--- src/rtl/ifetch_unit_if.sv ---
// ifetch_unit_if: the fetch stage's signal bundle.
//   imem_*      : request/response channel to instruction memory
//   redirect*   : new-PC request from the datapath (branch, j, jal, jr)
//   instr_*     : head-of-queue instruction handed to decode (valid/ready)
// modport master is taken by the fetch unit; slave by its environment.
interface ifetch_unit_if;
  logic        imem_req;
  logic [31:0] imem_addr;
  logic        imem_ready;
  logic        imem_rvalid;
  logic [31:0] imem_rdata;
  logic        redirect;
  logic [31:0] redirect_pc;
  logic        instr_valid;
  logic        instr_ready;
  logic [31:0] instr;
  logic [31:0] instr_pc;
  logic [31:0] pcplus4;

  modport master (
    output imem_req, imem_addr, instr_valid, instr, instr_pc, pcplus4,
    input  imem_ready, imem_rvalid, imem_rdata, redirect, redirect_pc, instr_ready
  );

  modport slave (
    input  imem_req, imem_addr, instr_valid, instr, instr_pc, pcplus4,
    output imem_ready, imem_rvalid, imem_rdata, redirect, redirect_pc, instr_ready
  );
endinterface

--- src/rtl/ifetch_unit.sv ---
// ifetch_unit: sequential instruction fetch with a small prefetch queue.
// Issues word addresses to imem (one request in flight at most), queues
// returned {word, pc} pairs and presents the head to decode. A redirect
// flushes the queue and marks any in-flight fetch stale so its word is
// dropped when it returns.
//   clk, reset : rising-edge clock, synchronous active-high reset
//   bus        : ifetch_unit_if.master (imem channel, redirect, decode side)
// Parameters: DEPTH (queue entries, power of two >= 2), RESET_PC.
// Optional: define IFETCH_BYPASS_EN to forward a response straight to
// decode when the queue is empty (saves one cycle of latency).
module ifetch_unit #(
  parameter int          DEPTH    = 4,
  parameter logic [31:0] RESET_PC = 32'h0000_0000
) (
  input  logic          clk,
  input  logic          reset,
  ifetch_unit_if.master bus
);
  localparam int AW = $clog2(DEPTH);
  localparam int CW = AW + 1;

  logic [31:0]             fetch_pc, pend_pc, tgt;
  logic                    outstanding, stale;
  logic [CW-1:0]           count;
  logic [AW-1:0]           head, tail;
  logic [DEPTH-1:0][31:0]  q_word, q_pc;
  logic                    q_empty, full, accept, resp, fresh, push, pop;

  assign q_empty = (count == '0);
  assign full    = (count == CW'(DEPTH));
  assign tgt     = bus.redirect_pc & ~32'h3;

  assign bus.imem_req  = !reset && !outstanding && !bus.redirect && !full;
  assign bus.imem_addr = fetch_pc;

  assign accept = bus.imem_req && bus.imem_ready;
  assign resp   = bus.imem_rvalid && outstanding;
  // A response is only worth keeping if no redirect overtook it.
  assign fresh  = resp && !stale && !bus.redirect;

`ifdef IFETCH_BYPASS_EN
  logic bypass;
  assign bypass          = q_empty && fresh;
  assign bus.instr_valid = !q_empty || bypass;
  assign bus.instr       = bypass ? bus.imem_rdata : q_word[head];
  assign bus.instr_pc    = bypass ? pend_pc : q_pc[head];
  // A bypassed word that decode takes right away never enters the queue.
  assign push            = fresh && !(bypass && bus.instr_ready);
  assign pop             = !q_empty && bus.instr_ready && !bus.redirect;
`else
  assign bus.instr_valid = !q_empty;
  assign bus.instr       = q_word[head];
  assign bus.instr_pc    = q_pc[head];
  assign push            = fresh;
  assign pop             = !q_empty && bus.instr_ready && !bus.redirect;
`endif

  assign bus.pcplus4 = bus.instr_pc + 32'd4;

  always_ff @(posedge clk) begin
    if (reset) begin
      fetch_pc    <= RESET_PC;
      pend_pc     <= RESET_PC;
      outstanding <= 1'b0;
      stale       <= 1'b0;
      count       <= '0;
      head        <= '0;
      tail        <= '0;
      q_word      <= '0;
      q_pc        <= {DEPTH{RESET_PC}};
    end else begin
      // accept and resp never coincide: a request needs !outstanding.
      if (resp) outstanding <= 1'b0;
      if (accept) begin
        outstanding <= 1'b1;
        pend_pc     <= fetch_pc;
        fetch_pc    <= fetch_pc + 32'd4;
      end
      if (bus.redirect) begin
        fetch_pc <= tgt;
        count    <= '0;
        head     <= '0;
        tail     <= '0;
        // Fetch still in flight: its word belongs to the old path.
        if (outstanding && !bus.imem_rvalid) stale <= 1'b1;
        else if (resp)                       stale <= 1'b0;
      end else begin
        if (resp) stale <= 1'b0;
        if (push) begin
          q_word[tail] <= bus.imem_rdata;
          q_pc[tail]   <= pend_pc;
          tail         <= tail + AW'(1);
        end
        if (pop) head <= head + AW'(1);
        count <= count + CW'(push) - CW'(pop);
      end
    end
  end
endmodule

--- src/flat_wrapper.sv ---
// flat-port wrapper written by rule: the top's interface ports become plain ports
module ifetch_unit_flat 
#(
  parameter int          DEPTH    = 4,
  parameter logic [31:0] RESET_PC = 32'h0000_0000
)
  (clk, reset, bus_imem_req, bus_imem_addr, bus_instr_valid, bus_instr, bus_instr_pc, bus_pcplus4, bus_imem_ready, bus_imem_rvalid, bus_imem_rdata, bus_redirect, bus_redirect_pc, bus_instr_ready);
  ifetch_unit_if bus_i ();
  input  logic clk;
  input  logic reset;
  output wire logic [$bits(bus_i.imem_req)-1:0] bus_imem_req;
  output wire logic [$bits(bus_i.imem_addr)-1:0] bus_imem_addr;
  output wire logic [$bits(bus_i.instr_valid)-1:0] bus_instr_valid;
  output wire logic [$bits(bus_i.instr)-1:0] bus_instr;
  output wire logic [$bits(bus_i.instr_pc)-1:0] bus_instr_pc;
  output wire logic [$bits(bus_i.pcplus4)-1:0] bus_pcplus4;
  input wire logic [$bits(bus_i.imem_ready)-1:0] bus_imem_ready;
  input wire logic [$bits(bus_i.imem_rvalid)-1:0] bus_imem_rvalid;
  input wire logic [$bits(bus_i.imem_rdata)-1:0] bus_imem_rdata;
  input wire logic [$bits(bus_i.redirect)-1:0] bus_redirect;
  input wire logic [$bits(bus_i.redirect_pc)-1:0] bus_redirect_pc;
  input wire logic [$bits(bus_i.instr_ready)-1:0] bus_instr_ready;
  assign bus_imem_req = bus_i.imem_req;
  assign bus_imem_addr = bus_i.imem_addr;
  assign bus_instr_valid = bus_i.instr_valid;
  assign bus_instr = bus_i.instr;
  assign bus_instr_pc = bus_i.instr_pc;
  assign bus_pcplus4 = bus_i.pcplus4;
  assign bus_i.imem_ready = bus_imem_ready;
  assign bus_i.imem_rvalid = bus_imem_rvalid;
  assign bus_i.imem_rdata = bus_imem_rdata;
  assign bus_i.redirect = bus_redirect;
  assign bus_i.redirect_pc = bus_redirect_pc;
  assign bus_i.instr_ready = bus_instr_ready;
  ifetch_unit #(.DEPTH(DEPTH), .RESET_PC(RESET_PC)) u_core (.clk(clk), .reset(reset), .bus(bus_i));
endmodule
--- config.mk ---
export PLATFORM = sky130hd
export DESIGN_NAME = ifetch_unit_flat
export DESIGN_NICKNAME = d
export VERILOG_FILES = /design/src/rtl/ifetch_unit_if.sv /design/src/rtl/ifetch_unit.sv /design/src/flat_wrapper.sv
export SDC_FILE = /design/constraint.sdc
export NUM_CORES = 1
export LEC_CHECK = 0
export CORE_MARGIN = 1.5
export CORE_UTILIZATION = 59
export CTS_CLUSTER_SIZE = 10
export DETAILED_ROUTE_END_ITERATION = 10
export GPL_TIMING_DRIVEN = 0
export MAX_ROUTING_LAYER = met4
export PLACE_DENSITY = 0.92
export REMOVE_ABC_BUFFERS = 1
export SYNTH_ARGS = -nofsm -noshare
export SYNTH_HDL_FRONTEND = slang
export SYNTH_SLANG_ARGS = --single-unit
--- constraint.sdc ---
create_clock -name clk -period 5.4 [get_ports clk]
set_clock_uncertainty 0.1 [all_clocks]
set_input_delay 1.62 -clock clk [delete_from_list [all_inputs] [get_ports clk]]
set_output_delay 1.62 -clock clk [all_outputs]
set_load 0.01 [all_outputs]
## Word level (Yosys, flattened, before mapping)

Index checks and enable logic that the tools add are counted.

| operators by class | value |
|---|---|
| reduce and logical (&&, ||, !) cells | 23 |
| $add $sub $neg | 6 |
| $lt $le $gt $ge | 3 |
| $mul | 0 |
| bitwise logic cells | 1 |
| shifts and indexed selects | 0 |
| equal/unequal tests | 1 |
| muxes and demuxes | 15 |
| div/mod/pow operators | 0 |

Operator list:

| cell | count |
|---|---|
| $bwmux W128 | 2 |
| $mux W32 | 5 |
| $bmux W32 S2 | 2 |
| $add A32 B3 Y32 const B | 2 |
| $demux W32 S2 | 1 |
| $logic_and A1 B1 Y1 | 11 |
| $logic_not A1 Y1 | 7 |
| $lt A2 B3 Y1 const B | 2 |
| $mux W1 | 5 |
| $add A2 B1 Y2 const B | 2 |
| $reduce_bool A2 Y1 | 2 |
| $add A3 B1 Y3 | 1 |
| $eq A3 B3 Y1 const B | 1 |
| $logic_not A3 Y1 | 1 |
| $sub A3 B1 Y3 | 1 |
| $ge A2 B1 Y1 const B | 1 |
| $reduce_and A2 Y1 | 1 |
| $reduce_or A2 Y1 | 1 |
| $not A1 Y1 | 1 |

| word-level totals | value |
|---|---|
| memories kept | 0 |
| input port bits | 70 |
| latch bits | 0 |
| output and inout bits | 130 |
| memory bits (read-only) | 0 |
| bits in registers | 329 |
| memory bits (writable) | 0 |

## Longest topological paths before layout

Gate-level depths: netlist (run 1).

| logic depth | value |
|---|---|
| depth after elaboration | 7 |
| gate-level depth with buffers | 10 |
| mapped depth without buffers | 9 |

## Worst setup path after synthesis (run 1)

OpenSTA, ideal clock, no wires.

| timing | value |
|---|---|
| path kind | reg-to-output |
| start point | reg u_core.head[0] |
| end point | out bus_pcplus4[30] |
| slack | 1.297 ns |
| stages on the path, launching flop included | 9 |
| data required time | 3.680 ns |
| arrival time | 2.383 ns |
| cell sequence | dfxtp_1 -> buf_6 -> mux4_1 -> ha_1 -> nand4_2 -> or4_4 -> buf_6 -> nor4b_4 -> xor2_1 |

| on the way | value |
|---|---|
| longest elaborated chain between the ends | 3 |

RTL lines:

| what | RTL line | RTL |
|---|---|---|
| start: declaration | ifetch_unit.sv:25 | `logic [AW-1:0] head, tail;` |
| start signal: assignment | ifetch_unit.sv:94 | `if (pop) head <= head + AW'(1);` |
| $bmux W32 S2 | ifetch_unit.sv:53 | `assign bus.instr_pc = q_pc[head];` |
| $mux W32 (not written as such) | ifetch_unit.sv:53 |  |
| via bus_instr_pc[2] | flat_wrapper.sv:15 | `output wire logic [$bits(bus_i.instr_pc)-1:0] bus_instr_pc;` |
| $add A32 B3 Y32 | ifetch_unit.sv:58 | `assign bus.pcplus4 = bus.instr_pc + 32'd4;` |
| end: declaration | flat_wrapper.sv:16 | `output wire logic [$bits(bus_i.pcplus4)-1:0] bus_pcplus4;` |

The timed path passes the listed nets, and every way through them passes these cells. The select of a mux whose other input is x is not followed.

## Worst setup path after layout (run 1)

| timing | value |
|---|---|
| start point | in bus_redirect |
| end point | out bus_imem_req |

| on the way | value |
|---|---|
| longest elaborated chain between the ends | 3 |

RTL lines:

| what | RTL line | RTL |
|---|---|---|
| start: declaration | flat_wrapper.sv:20 | `input wire logic [$bits(bus_i.redirect)-1:0] bus_redirect;` |
| $logic_not A1 Y1 | ifetch_unit.sv:33 | `assign bus.imem_req = !reset && !outstanding && !bus.redirect && !full;` |
| $logic_and A1 B1 Y1 (2 in series) | ifetch_unit.sv:33 |  |
| end: declaration | flat_wrapper.sv:11 | `output wire logic [$bits(bus_i.imem_req)-1:0] bus_imem_req;` |

Every way passes these cells.

==> results of run 1 <==
[power by group]
part	leakage [nW]	internal [mW]	switching [mW]
Clock	0.491	1.28	0.905
Combinational	2.54	0.103	0.121
Sequential	2.56	2.36	0.0369
Total	5.59	3.74	1.06
[metal layers]
layer | up-vias | track usage
li1 | 5867 | -
met1 | 6044 | 0.391
met2 | 759 | 0.552
met3 | 130 | 0.0567
met4 | 0 | 0.168
met5 | - | -
[what timing repair did]
item,CTS,global route
hold endpoints to repair,0,0
buffers inserted,3,8
pin swaps,1,0
resized for setup,3,0
endpoints found under the setup margin,21,6
gates cloned,0,0
[kinds of logic after synthesis]
kind of cell,count (synthesis),synth area share
xor gates and xnor gates,41,0.0260
and+or+nand+nor,726,0.221
muxes,65,0.105
AOI/OAI and AO/OA,354,0.134
other,1,0.000271
DFF,317,0.459
adders and majority gates,9,0.00868
buffers and inverters,151,0.0475
[path summary, 6_finish.rpt]
check / start / to / cells past startpoint
worst max-delay path: bus_redirect / bus_imem_req / 4
worst min-delay path: u_core.q_word[72]$_SDFFE_PP0P_ / u_core.q_word[72]$_SDFFE_PP0P_ / 2
worst max register to register: u_core.count[2]$_SDFF_PP0_ / u_core.bus.imem_addr[21]$_SDFFE_PP0P_ / 5
worst min register to register: u_core.q_word[72]$_SDFFE_PP0P_ / u_core.q_word[72]$_SDFFE_PP0P_ / 2
[layout make-up]
type,instances,area (µm²),area share
multi-input cells,1201,6900,0.406
inverters,17,63.8,0.00375
well taps,313,392,0.0230
flip-flops and latches,317,6350,0.374
clock buffers,44,995,0.0585
clock inverters,1,8.76,0.000515
repair buffers,213,2300,0.135
[worst min-delay path, stage by stage (launching register included)]
cell,delay [ns]
dfxtp_1,0.30
nand2_1,0.05
a21oi_1,0.05
[sequential cells by signal, indices dropped and copies added, names as in the netlist, named ones only]
| name | cells |
|---|---|
| u_core.outstanding | 1 |
| u_core.tail | 2 |
| u_core.bus.imem_addr | 30 |
| u_core.count | 3 |
| u_core.head | 2 |
| u_core.q_pc | 120 |
| u_core.pend_pc | 30 |
| u_core.q_word | 128 |
[metrics by stage]
step	setup WS [ns]	std cells	area [µm²]	setup TNS [ns]	total power, mW
after CTS	0.0357	2098	16900	0	4.81
final	0.172	2106	17000	0	4.81
after detailed placement	-0.541	2050	15900	-8.75	2.66
after global placement	-8.74	2039	15600	-1790.51	2.66
after global routing	0.0508	2106	17000	0	4.93
after floorplan	-0.882	1535	13300	-12.22	2.50
[cells in the final DEF, fill, tap and decap left out, types with 5 or more instances in the layout]
cell,count
a211oi_1,6
a21oi_1,305
a31oi_1,16
and3_1,14
and4_1,9
buf_12,7
buf_16,6
buf_4,8
clkbuf_1,5
clkbuf_16,39
clkdlybuf4s50_1,189
conb_1,6
dfxtp_1,315
ha_1,8
inv_1,17
mux4_1,5
mux4_2,57
nand2_1,586
nand3_1,17
nand4_1,14
nor2_1,29
nor3_1,9
nor4_1,9
o21ai_0,14
or4_1,5
xnor2_1,21
xor2_1,20
==> impl_metrics.py, run 1 <==
metrics = {
    "outcome": {
        "outcome": "finished, final reports clean",
    },
    "clocking": {
        "cts_buffers": 37,
        "insertion_delay_ns": 0.52,
        "cts_sinks": 317,
        "clockBufferDepth": 3,
        "hold_buffers": 0,
        "cts_max_level": 2,
        "clk_pin_slew_ns": 0.05,
        "cts_tree": "built",
        "clock-root-buffer": "clkbuf_16",
    },
    "routing": {
        "firstDrtPassIters": 5,
        "finalWirelength_mm": 40.1,
        "met1_length_mm": 14.8,
        "met2_length_mm": 20.0,
        "drcViolationCount": 0,
        "dr.first_iter.drc_count": 1313,
        "via_per_inst": 6.08,
        "ant_nets": 0,
        "via_count": 12800,
        "wl_per_cell_um": 19.0,
        "top_layer_used": "met4",
        "dr_wl_met3_mm": 3.83,
    },
    "logic_synthesis": {
        "synth.avg_cell_area_um2": 8.31,
        "synth_edf_count": 0,
        "postSynthCellCount": 1664,
        "synth_cell_types": 51,
        "ys_seq_area_frac": 0.459,
        "yosysWarnings": 0,
        "netlist_area_um2": 13800,
        "synth_top_area_share": 0.459,
        "synth_area_leaders": "dfxtp_1 46%, nand2_1 16%, a21oi_1 11%",
        "ys_ff_latch": 317,
        "synthTopCellsByCount": "590 x nand2_1, 317 x dfxtp_1, 305 x a21oi_1",
        "yosysMostFrequentCell": "nand2_1",
        "synth_area_leader_cell": "dfxtp_1",
        "async_flop_share": 0,
        "ys.flop_type": "dfxtp_1",
    },
    "layout": {
        "final_layout_size_suffix_gt1_frac": 0.0825,
        "antennaDiodeCount": 0,
        "n_fill_cell": 1540,
        "nets": 1866,
        "final_core_util": 0.744,
        "layout-area-overhead-vs-synth_pct": 22.9,
    },
    "timing": {
        "max_slew.worst_pin.slew_ns": 1.21,
        "max_freq_mhz": 191,
        "finalHoldViolCount": 0,
        "relSlewSlack": 0.188,
        "maxSlewViolCount": 0,
        "rsz0062_at_grt": "false",
        "period_needed_ns": 5.23,
        "period_share": 0.968,
        "hold_ws_ns": 0.351,
        "finalSetupViolations": 0,
    },
    "place": {
        "post-dp-hpwl_mm": 23.6,
        "port_buffers": 191,
        "gp_congestion": 0.862,
    },
    "floorplanning": {
        "start_util": 0.606,
        "die-area_um2": 24400,
        "die_w_um": 156,
        "die_y_um": 156,
        "ios": 200,
        "rows": 55,
        "core_area_um2": 22800,
    },
    "setup_path": {
        "crit_type": "in2out",
        "startpoint_type": "primary input",
        "path_cells": "dlygate4sd2_1, nor3_2, and2_1, clkdlybuf4s50_1",
        "r2r_slack_ns": 2.21,
        "path_buf_inv": 2,
        "crit_path_top_delay_cell": "dlygate4sd2_1",
        "setup.worst_path.end_class": "primary output",
        "crit_required_ns": 3.68,
        "cp_top_family": "buffers and inverters",
        "slowest_delay_ns": 0.95,
        "crit_path_max_fanout": 28,
        "worstPathArrival_ns": 3.51,
    },
    "power": {
        "ir_drop_mv": 0.243,
        "p_per_area_nw_per_um2": 283,
        "leakage_nw": 5.59,
    },
    "global_routing": {
        "grt_pass1_wl_mm": 62.9,
        "track_usage": 0.333,
        "grt_max_degree": 121,
        "grt_pass1_vias": 12500,
        "grt_antenna_before_repair": 0,
        "overflow": 0,
    },
    "worst_hold_path": {
        "hp-class": "reg2reg",
    },
    "flow_run": {
        "maxCapViolCount": 0,
    },
}
Power figures use the tool's default switching activity.
==> run 2, diff against run 1 <==
--- a/config.mk
+++ b/config.mk
@@ -5,7 +5,6 @@
 export SDC_FILE = /design/constraint.sdc
 export NUM_CORES = 1
 export LEC_CHECK = 0
-export CORE_MARGIN = 1.5
 export CORE_UTILIZATION = 59
 export CTS_CLUSTER_SIZE = 10
 export DETAILED_ROUTE_END_ITERATION = 10
==> run 2 against run 1 <==
  * Largest power group unchanged
  * Routed wire length is 0.64% higher
  * Non-clock buffer count is 7 higher
  * Register-to-register slack better by 0.09 ns
  * Cell count is 0.19% higher
  * Critical path type is now reg2out
==> impl_metrics.py, run 2 (synthesis results as in run 1) <==
metrics = {
    "layout": {
        "n_fill_cell": 1525,
        "layout-area-overhead-vs-synth_pct": 23.0,
        "final_layout_size_suffix_gt1_frac": 0.0874,
        "largest_register_ffs": 128,
        "reg_top3": "u_core.q_word (128), u_core.q_pc (120)",
        "final_cell_mix": "586 x nand2_1, 315 x dfxtp_1, 305 x a21oi_1",
        "nets": 1873,
        "seq_area_um2": 6350,
        "antennaDiodeCount": 0,
        "multiInputGateArea_um2": 6900,
        "top_register": "u_core.q_word",
        "final_common_cell": "nand2_1",
    },
    "setup_path": {
        "startpoint_type": "register",
        "crit_type": "reg2out",
        "crit_required_ns": 3.68,
        "reg2regPathDepth": 5,
        "reg2reg_from": "u_core.count[2]$_SDFF_PP0_",
        "crit_path_max_fanout": 12,
        "worstPathArrival_ns": 3.60,
        "crit_start": "u_core.head[0]$_SDFFE_PP0P_",
        "setup.worst_path.end_class": "primary output",
    },
    "floorplanning": {
        "die_w_um": 155,
        "rows": 55,
        "ios": 200,
        "die-area_um2": 24100,
        "die_y_um": 155,
        "start_util": 0.606,
        "core_area_um2": 22800,
    },
    "clocking": {
        "hold_buffers": 0,
        "clock-root-buffer": "clkbuf_16",
        "clk_pin_slew_ns": 0.06,
        "cts_max_level": 2,
        "cts_sinks": 317,
        "insertion_delay_ns": 0.52,
        "clockBufferDepth": 3,
        "cts_buffers": 37,
        "cts_tree": "built",
    },
    "global_routing": {
        "overflow": 0,
        "grt_max_degree": 161,
        "grt_pass1_vias": 12600,
        "grt_antenna_before_repair": 0,
        "track_usage": 0.337,
        "grt_pass1_wl_mm": 63.0,
    },
    "timing": {
        "rsz0062_at_grt": "false",
        "maxSlewViolCount": 0,
        "period_share": 0.986,
        "finalSetupViolations": 0,
        "max_freq_mhz": 188,
        "relSlewSlack": 0.204,
        "finalHoldViolCount": 0,
        "period_needed_ns": 5.32,
        "max_slew.worst_pin.slew_ns": 1.19,
        "setup_slack_ns": 0.0779,
    },
    "place": {
        "port_buffers": 191,
        "post-dp-hpwl_mm": 22.9,
        "gp_congestion": 0.871,
        "post-place-ws_ns": -0.603,
    },
    "power": {
        "total_power_mw": 4.77,
        "ir_drop_mv": 0.173,
        "p_per_area_nw_per_um2": 281,
        "leakage_nw": 5.60,
    },
    "routing": {
        "firstDrtPassIters": 5,
        "via_per_inst": 6.15,
        "drcViolationCount": 0,
        "ant_nets": 0,
        "wl_per_cell_um": 19.1,
        "dr.first_iter.drc_count": 1429,
        "via_count": 13000,
        "finalWirelength_mm": 40.3,
    },
    "worst_hold_path": {
        "min-delay-start": "u_core.q_pc[17]$_SDFFE_PP0P_",
        "hp-class": "reg2reg",
        "hold_depth": 2,
    },
    "flow_run": {
        "maxCapViolCount": 0,
    },
    "outcome": {
        "outcome": "finished, final reports clean",
    },
}
## run 2: changes by cell type in the layout (fill, tap and decap cells not counted), moves of 2 or more
cell and change:
and2_2 -2, and2_4 +2, buf_12 -2, buf_16 -3, buf_4 +9, clkbuf_1 -3
## run 2: critical path, stage by stage, from the launching register on
cell and delay, ns:
dfxtp_4 0.41, buf_4 0.17, mux4_1 0.44, nand4_1 0.18
nand4bb_2 0.67, nor3_1 0.45, xnor2_1 0.18, clkdlybuf4s50_1 0.58
## run 2: per-layer routing
layer,part of all wire,vias up,GRT usage,routed length [µm]
li1,-,5891,-,-
met1,0.38,6187,0.402,15400
met2,0.49,758,0.563,19800
met3,0.093,145,0.0538,3740
met4,0.034,0,0.151,1360
met5,0,-,-,0
## run 2: repair_timing
action / in CTS / in global routing
gates cloned: 1 / 2
buffers inserted: 9 / 9
gates resized for setup: 3 / 3
endpoints found under the setup margin: 34 / 8
hold endpoints to repair: 0 / 0
pin swaps: 2 / 1
## run 2: final cells by class
class | count | area share
multi-input cells | 1201 | 0.405
clock buffers | 41 | 0.0571
inverters | 17 | 0.00375
flip-flops and latches | 317 | 0.373
clock inverters | 1 | 0.000956
repair buffers | 220 | 0.136
well taps | 313 | 0.0230
## run 2: power by group
part	switching (mW)	internal, mW
sequential	0.0360	2.36
clock	0.899	1.26
combinational	0.121	0.100
## run 2: per-stage QoR
step	cell area [µm²]	TNS, ns	std cells	utilization	hold slack [ns]
3_3_place_gp	15600	-1793.64	2039	0.681	0.338
2_1_floorplan	13300	-12.22	1535	-	0.325
3_5_place_dp	15800	-10.64	2047	0.691	0.344
4_1_cts	16900	0	2099	0.740	0.350
5_1_grt	17000	0	2110	0.745	0.368
6_report	17000	0	2110	0.745	0.352
## run 2: final timing paths
path / end / slack, ns
worst max-delay path: bus_pcplus4[27] / 0.08
worst min-delay path: u_core.q_pc[17]$_SDFFE_PP0P_ / 0.35
worst max register to register: u_core.bus.imem_addr[25]$_SDFFE_PP0P_ / 2.30
worst min register to register: u_core.q_pc[17]$_SDFFE_PP0P_ / 0.35
